## config.mk

```make
export PLATFORM = sky130hd
export DESIGN_NAME = fetch_unit_flat
export DESIGN_NICKNAME = d
export VERILOG_FILES = /design/src/rtl/core_pkg.sv /design/src/rtl/fetch_unit_if.sv /design/src/rtl/next_pc_calc.sv /design/src/rtl/fetch_unit.sv /design/src/flat_wrapper.sv
export SDC_FILE = /design/constraint.sdc
export NUM_CORES = 1
export LEC_CHECK = 0
export ABC_AREA = 0
export CORE_MARGIN = 2
export CORE_UTILIZATION = 46
export CTS_CLUSTER_SIZE = 10
export DETAILED_ROUTE_END_ITERATION = 7
export PLACE_DENSITY = 0.79
export SLEW_MARGIN = 30
export SYNTH_ARGS = -nofsm -noshare
export SYNTH_HDL_FRONTEND = slang
export SYNTH_HIERARCHICAL = 1
export SYNTH_SLANG_ARGS = --single-unit
export TNS_END_PERCENT = 5
```

## constraint.sdc

```tcl
create_clock -name clk -period 5.1 [get_ports clk]
set_input_delay 0.765 -clock clk [delete_from_list [all_inputs] [get_ports clk]]
set_output_delay 0.765 -clock clk [all_outputs]
set_load 0.01 [all_outputs]
```

## src/rtl/core_pkg.sv

```systemverilog
// Shared definitions for the multi-cycle MIPS core: fetch state encoding,
// decoder opcode constants and address-width helpers.
package core_pkg;

    localparam int ADDR_W = 32;

    localparam logic [5:0] OP_RTYPE     = 6'b000000;
    localparam logic [5:0] OP_J         = 6'b000010;
    localparam logic [5:0] OP_JAL       = 6'b000011;
    localparam logic [5:0] FUNC_SYSCALL = 6'b001100;

    typedef enum logic [1:0] {
        S_REQ  = 2'd0,
        S_WAIT = 2'd1,
        S_EXEC = 2'd2,
        S_HALT = 2'd3
    } fetch_state_t;

    function automatic logic [ADDR_W-1:0] word_align(input logic [ADDR_W-1:0] addr);
        return {addr[ADDR_W-1:2], 2'b00};
    endfunction

    function automatic logic is_syscall(input logic [31:0] word);
        return (word[31:26] == OP_RTYPE) && (word[5:0] == FUNC_SYSCALL);
    endfunction

    function automatic logic is_jump_op(input logic [5:0] op);
        return (op == OP_J) || (op == OP_JAL);
    endfunction

endpackage

```

## src/rtl/fetch_unit_if.sv

```systemverilog
// Instruction-memory request/response bus between the fetch stage (master)
// and instruction memory (slave).
interface fetch_unit_if;
    import core_pkg::*;

    logic              imem_req;
    logic [ADDR_W-1:0] imem_addr;
    logic              imem_valid;
    logic [31:0]       imem_data;

    modport master (output imem_req, output imem_addr, input imem_valid, input imem_data);
    modport slave  (input imem_req, input imem_addr, output imem_valid, output imem_data);

endinterface

```

## src/rtl/next_pc_calc.sv

```systemverilog
// Next-PC selection: jump target, taken-branch target or sequential PC,
// with jump taking priority over a simultaneous branch.
module next_pc_calc
    import core_pkg::*;
(
    input  logic [ADDR_W-1:0] pc_plus4,
    input  logic [31:0]       inst,
    input  logic              jump,
    input  logic              branch,
    input  logic              branch_taken,
    output logic [ADDR_W-1:0] next_pc
);

    logic [ADDR_W-1:0] jump_target_s;
    logic [ADDR_W-1:0] branch_offset_s;
    logic [ADDR_W-1:0] branch_target_s;
    logic              unused_opcode_s;

    assign jump_target_s   = {pc_plus4[31:28], inst[25:0], 2'b00};
    assign branch_offset_s = {{14{inst[15]}}, inst[15:0], 2'b00};
    // Modulo-2^32 add: negative offsets and overflow wrap naturally.
    assign branch_target_s = pc_plus4 + branch_offset_s;
    assign unused_opcode_s = ^inst[31:26];

    // Priority select of the next fetch address.
    always_comb begin
        next_pc = pc_plus4;
        if (jump) begin
            next_pc = jump_target_s;
        end else if (branch && branch_taken) begin
            next_pc = branch_target_s;
        end else begin
            next_pc = pc_plus4;
        end
    end

endmodule

```

## src/rtl/fetch_unit.sv

```systemverilog
// Instruction-fetch stage: owns the PC, fetches over the imem bus, holds the
// instruction register for the decoder and freezes the core on halt.
module fetch_unit
    import core_pkg::*;
#(
    parameter logic [ADDR_W-1:0] RESET_PC = 32'h0000_0000,
    parameter int                CNT_W    = 32
) (
    input  logic              clk,
    input  logic              rst,
    fetch_unit_if.master      imem,
    output logic [31:0]       inst,
    output logic [5:0]        opcode,
    output logic [5:0]        func,
    output logic              inst_valid,
    input  logic              inst_ready,
    input  logic              jump,
    input  logic              branch,
    input  logic              branch_taken,
    input  logic              halted,
    output logic [ADDR_W-1:0] pc,
    output logic [ADDR_W-1:0] pc_plus4,
    output logic              halted_o,
    output logic [CNT_W-1:0]  inst_count
);

    fetch_state_t      state_r;
    fetch_state_t      state_nxt_s;
    logic [ADDR_W-1:0] pc_r;
    logic [ADDR_W-1:0] pc_nxt_s;
    logic [ADDR_W-1:0] pc_plus4_s;
    logic [ADDR_W-1:0] next_pc_s;
    logic [31:0]       inst_r;
    logic [31:0]       inst_nxt_s;
    logic [CNT_W-1:0]  cnt_r;
    logic [CNT_W-1:0]  cnt_nxt_s;
    logic              drop_pending_r;
    logic              drop_nxt_s;
    logic              imem_req_r;
    logic              inst_valid_r;
    logic              halted_r;

    function automatic logic [CNT_W-1:0] sat_inc(input logic [CNT_W-1:0] c);
        if (&c) begin
            return c;
        end else begin
            return c + {{(CNT_W-1){1'b0}}, 1'b1};
        end
    endfunction

    assign pc_plus4_s = pc_r + 32'd4;

    next_pc_calc u_next_pc_calc (
        .pc_plus4     (pc_plus4_s),
        .inst         (inst_r),
        .jump         (jump),
        .branch       (branch),
        .branch_taken (branch_taken),
        .next_pc      (next_pc_s)
    );

    // Next-state and next-datapath logic of the fetch sequencer.
    always_comb begin
        state_nxt_s = state_r;
        pc_nxt_s    = pc_r;
        inst_nxt_s  = inst_r;
        cnt_nxt_s   = cnt_r;
        drop_nxt_s  = drop_pending_r;
        case (state_r)
            // Outputs are registered, so the request pulse appears one cycle
            // after entry when S_REQ is entered out of reset.
            S_REQ: begin
                if (imem_req_r) begin
                    state_nxt_s = S_WAIT;
                end else begin
                    state_nxt_s = S_REQ;
                end
            end
            S_WAIT: begin
                if (imem.imem_valid) begin
                    if (drop_pending_r) begin
                        drop_nxt_s  = 1'b0;
                        state_nxt_s = S_REQ;
                    end else begin
                        inst_nxt_s  = imem.imem_data;
                        state_nxt_s = S_EXEC;
                    end
                end else begin
                    state_nxt_s = S_WAIT;
                end
            end
            S_EXEC: begin
                if (inst_ready) begin
                    cnt_nxt_s = sat_inc(cnt_r);
                    if (halted) begin
                        state_nxt_s = S_HALT;
                    end else begin
                        pc_nxt_s    = next_pc_s;
                        state_nxt_s = S_REQ;
                    end
                end else begin
                    state_nxt_s = S_EXEC;
                end
            end
            S_HALT: begin
                state_nxt_s = S_HALT;
            end
            default: begin
                state_nxt_s = S_REQ;
            end
        endcase
    end

    // State, datapath and registered-output update with synchronous reset.
    always_ff @(posedge clk) begin
        if (rst) begin
            state_r        <= S_REQ;
            pc_r           <= word_align(RESET_PC);
            inst_r         <= 32'h0000_0000;
            cnt_r          <= {CNT_W{1'b0}};
            // A reset mid-fetch leaves one response in flight that must be discarded.
            drop_pending_r <= (state_r == S_WAIT);
            imem_req_r     <= 1'b0;
            inst_valid_r   <= 1'b0;
            halted_r       <= 1'b0;
        end else begin
            state_r        <= state_nxt_s;
            pc_r           <= pc_nxt_s;
            inst_r         <= inst_nxt_s;
            cnt_r          <= cnt_nxt_s;
            drop_pending_r <= drop_nxt_s;
            imem_req_r     <= (state_nxt_s == S_REQ);
            inst_valid_r   <= (state_nxt_s == S_EXEC);
            halted_r       <= (state_nxt_s == S_HALT);
        end
    end

    assign imem.imem_req  = imem_req_r;
    assign imem.imem_addr = pc_r;
    assign inst           = inst_r;
    assign opcode         = inst_r[31:26];
    assign func           = inst_r[5:0];
    assign inst_valid     = inst_valid_r;
    assign pc             = pc_r;
    assign pc_plus4       = pc_plus4_s;
    assign halted_o       = halted_r;
    assign inst_count     = cnt_r;

endmodule

```

## src/flat_wrapper.sv

```systemverilog
// flat-port wrapper written by rule: the top's interface ports become plain ports
module fetch_unit_flat import core_pkg::*;
#(
    parameter logic [ADDR_W-1:0] RESET_PC = 32'h0000_0000,
    parameter int                CNT_W    = 32
)
  (clk, rst, inst, opcode, func, inst_valid, inst_ready, jump, branch, branch_taken, halted, pc, pc_plus4, halted_o, inst_count, imem_imem_req, imem_imem_addr, imem_imem_valid, imem_imem_data);
  fetch_unit_if imem_i ();
  input  logic clk;
  input  logic rst;
  output logic [31:0] inst;
  output logic [5:0] opcode;
  output logic [5:0] func;
  output logic inst_valid;
  input  logic inst_ready;
  input  logic jump;
  input  logic branch;
  input  logic branch_taken;
  input  logic halted;
  output logic [ADDR_W-1:0] pc;
  output logic [ADDR_W-1:0] pc_plus4;
  output logic halted_o;
  output logic [CNT_W-1:0] inst_count;
  output wire logic [$bits(imem_i.imem_req)-1:0] imem_imem_req;
  output wire logic [$bits(imem_i.imem_addr)-1:0] imem_imem_addr;
  input wire logic [$bits(imem_i.imem_valid)-1:0] imem_imem_valid;
  input wire logic [$bits(imem_i.imem_data)-1:0] imem_imem_data;
  assign imem_imem_req = imem_i.imem_req;
  assign imem_imem_addr = imem_i.imem_addr;
  assign imem_i.imem_valid = imem_imem_valid;
  assign imem_i.imem_data = imem_imem_data;
  fetch_unit #(.RESET_PC(RESET_PC), .CNT_W(CNT_W)) u_core (.clk(clk), .rst(rst), .imem(imem_i), .inst(inst), .opcode(opcode), .func(func), .inst_valid(inst_valid), .inst_ready(inst_ready), .jump(jump), .branch(branch), .branch_taken(branch_taken), .halted(halted), .pc(pc), .pc_plus4(pc_plus4), .halted_o(halted_o), .inst_count(inst_count));
endmodule
```

==> results by group <==
Outcome
  – Status: finished clean

Timing
  – Setup TNS: 0 ps
  – Fmax: 231 MHz
  – Slew headroom: 0.368
  – Clock skew: ~8.1 ps
  – Max-slew violations: 0
  – Final Hold Fails: 0
  – Worst-margin pin slew: about 950 ps
  – Final min period: around 4300 ps
  – RSZ-0062 raised after global routing: false
  – Fin crit share: 0.848
  – Final setup vio count: 0

Floorplan
  – Starting Density: 0.470
  – Core footprint: 0.0152 mm²
  – Die area: 0.0165 mm²
  – Die height: between 100 and 150 µm
  – FP Rows: 45
  – Die W: 129 µm
  – Io pins: 215

Place
  – Placed cell count: around 1300
  – RePlAce Congestion: 0.935
  – Detailed Place HPWL: 15800 µm
  – Port buffer count: 214

Drt
  – Total vias in the final route: about 7300
  – Pre-antenna DRT Iters: 5
  – DRT iter0 DRCs: 503
  – Wire per inst: approximately 17 µm
  – Total Wirelength: 21800 µm
  – Vias per inst: between 5 and 6
  – Number of routed nets with antenna violations: 0
  – Post-route DRC: 0

Worst setup path
  – Worst R2R Start: u_core/imem.imem_addr[4]
  – Delay-heaviest family, CP: simple AND/OR/NAND/NOR gates
  – Crit-path max FO: 8
  – Worst Path Required: 5310 ps
  – Max incr delay on CP: 600 ps
  – Crit path buffers/inverters: 0
  – Worst reg2reg endpoint: u_core/imem.imem_addr[31]
  – CP endpoint kind: flip-flop
  – Reg-to-reg slack, setup: 770 ps
  – Crit path depth: 16
  – Crit path DAT: 4540 ps
  – Critical Path Slowest Stage Cell: nor3_1
  – Crit. Startpoint: u_core/imem.imem_addr[4]
  – R2R depth: 16
  – Critical Path Start Type: flip-flop
  – Cell Chain, Critical Path: nand4_1, nor3_1, and4_1, nand2_1, xnor2_1, ha_1, and3_1, and4_1, nand2_1, nor4_1, o31ai_1, and3_1, a211oi_1, nand3_1, nand2_1, a21oi_1
  – Critical Path Most Common Cell: nand2_1
  – CP endpoint: u_core/imem.imem_addr[31]
  – Crit Path Class: flip-flop to flip-flop

Global route
  – Largest net degree at the start of global routing: a little over 70
  – Tot GR Track Use: 0.258
  – Total global routing overflow: 0
  – Initial antenna violation count: 0
  – Vias in the first global route: 6625
  – First-pass GRT wire length: 34300 µm

Synth
  – Synthesized area per cell: 7.41 µm²
  – Yosys Warn Count: 6
  – Post-synthesis register bit count: between 100 and 150
  – Syn Inst Count: 964
  – Post-synth ARST share: 0
  – Post-synth EDFFs: 1
  – Sequential fraction of the synthesis area: 0.287
  – Synth unique cells: 73
  – Most used flip-flop cell after synthesis: dfxtp_1
  – Cell Area, Synth: 0.00714 mm²
  – Syn_nets: 1036

Final layout
  – Area Overhead vs Synth: 31.1%
  – Final std cells w/o fill: 1299
  – Layout cells sized above 1: 0.0504
  – Final Net Count: 1178
  – Diodes inserted: 0

Clock network
  – CTS Buf Count: 9
  – Hold_buf cts: 0
  – Setup repair bufs after CTS: 0
  – Root Buffer: clkbuf_16
  – Reg clk slew, reported paths: 70 ps
  – H-tree depth: 3
  – CTS tree: built
  – Clock buffer depth: 2
  – # clock sinks: 102
  – Worst-Skew Late Latency: 360 ps
  – # resized after CTS: 0

Worst hold path
  – Min-Delay Path Class: flip-flop to flip-flop

Power
  – Leakage: 3.28 nW
  – Worst vdd ir: 0.216 mV
  – PwrDens: 193 mW/mm²

Run
  – MaxCap Viol Count: 0
worst min-delay path, stage by stage, from the launching register on:
cell,delay (ps)
dfxtp_1,320
nand2_1,50
a21oi_1,50
cells by family (layout without fill, tap and decap cells):
| kind of cell | count (synthesis) | count (layout) | synth area share |
|---|---|---|---|
| AO/OA/AOI/OAI | 244 | 244 | 0.203 |
| XOR/XNOR | 52 | 52 | 0.0638 |
| adder cells (fa/ha/maj) | 32 | 32 | 0.0571 |
| buffers and inverters | 104 | 251 | 0.0810 |
| flip-flops | 102 | 102 | 0.287 |
| multiplexers | 17 | 17 | 0.0261 |
| AND/OR/NAND/NOR | 413 | 413 | 0.282 |
power by group:
group | internal (mW) | switching, mW
Sequential | 0.818 | 0.0251
Clock | 0.403 | 0.337
Combinational | 0.106 | 0.120
Total | 1.33 | 0.481
state kept, by name (all words and copies together) (netlist names):
signal / count
u_core/imem.imem_req: 1
u_core/inst_count: 32
u_core/state_r: 2
u_core/halted_o: 1
u_core/inst_valid: 1
u_core/imem.imem_addr: 32
u_core/drop_pending_r: 1
u_core/inst: 32
metrics by stage:
stage	area [µm²]	power, mW	setup slack (ps)	util	hold WS (ps)
3_3_place_gp	9050	1.08	945	0.595	458
2_1_floorplan	7140	0.983	1140	-	489
6_report	9360	1.81	774	0.616	469
4_1_cts	9360	1.83	818	0.616	471
5_1_grt	9360	1.87	464	0.616	490
3_5_place_dp	9050	1.09	830	0.595	460
synthesized netlist by cell type (all sizes together), types with 2 or more instances:
cell type / number / area, µm²
and2: 3 / 18.8
a211oi: 10 / 80.1
and4: 7 / 61.3
mux2i: 7 / 70.1
and3b: 2 / 17.5
nor3: 13 / 65.1
nand2b: 6 / 37.5
xnor2: 30 / 263
o31a: 4 / 35.0
or4b: 2 / 20.0
nor3b: 5 / 37.5
inv: 12 / 45.0
a21boi: 2 / 15.0
xor2: 22 / 193
nor2b: 14 / 87.6
ha: 31 / 388
a311oi: 4 / 41.3
nand3b: 3 / 22.5
nor4: 7 / 65.1
o21a: 5 / 37.5
nor2: 62 / 233
dfxtp: 101 / 2020
mux2: 10 / 116
a21o: 11 / 83.8
a21oi: 129 / 649
and3: 8 / 50.1
or3: 18 / 113
or2: 3 / 18.8
a31oi: 2 / 12.5
a211o: 3 / 26.3
or4: 5 / 37.5
nand3: 34 / 170
o22ai: 2 / 18.8
nand4: 23 / 150
buf: 53 / 385
o21ai: 53 / 265
nor4b: 5 / 65.1
a41oi: 2 / 17.5
clkbuf: 39 / 148
nand2: 190 / 713
o31ai: 9 / 72.6
final cells by class:
class                   instances  area (µm²)
inverters                      12        45.0
repair buffers                223        2200
clock inverters                 6        73.8
well taps                     188         235
fillers                      1410        5840
multi-input cells             758        4520
flip-flops and latches        102        2050
clock buffers                  10         239
layout by cell type, fill, tap and decap left out, types with 6 or more instances in the layout:
| master | count |
|---|---|
| nand2b_1 | 6 |
| o21ai_0 | 41 |
| a21oi_1 | 128 |
| nand3_1 | 34 |
| xor2_1 | 22 |
| nor2b_1 | 14 |
| nand2_1 | 190 |
| clkdlybuf4s50_1 | 212 |
| nand4_1 | 22 |
| o31ai_1 | 8 |
| clkbuf_16 | 9 |
| or3_1 | 18 |
| nor2_1 | 60 |
| dfxtp_1 | 101 |
| a21o_1 | 10 |
| buf_4 | 10 |
| xnor2_1 | 30 |
| inv_1 | 12 |
| and4_1 | 7 |
| and3_1 | 8 |
| a211oi_1 | 9 |
| mux2i_1 | 7 |
| mux2_2 | 9 |
| ha_1 | 31 |
| o21ai_1 | 12 |
| nor3_1 | 13 |
worst min path at each step:
stage	startpoint	endpoint	slack, ps	depth (start not counted)
floorplan	u_core/inst[22]	u_core/inst[22]	490	2
global placement	u_core/inst[29]	u_core/inst[29]	460	2
detailed placement	u_core/inst[25]	u_core/inst[25]	460	2
CTS	u_core/inst[25]	u_core/inst[25]	470	2
global route	u_core/inst[25]	u_core/inst[25]	490	2
finish	u_core/inst[25]	u_core/inst[25]	470	2
per-layer routing:
layer,part of all wire,global-route usage
met1,0.46,0.346
met2,0.47,0.425
met3,0.059,0.0565
met4,0.014,0.0646
met5,0,0
Note: power is estimated with default switching activity, not from simulation.
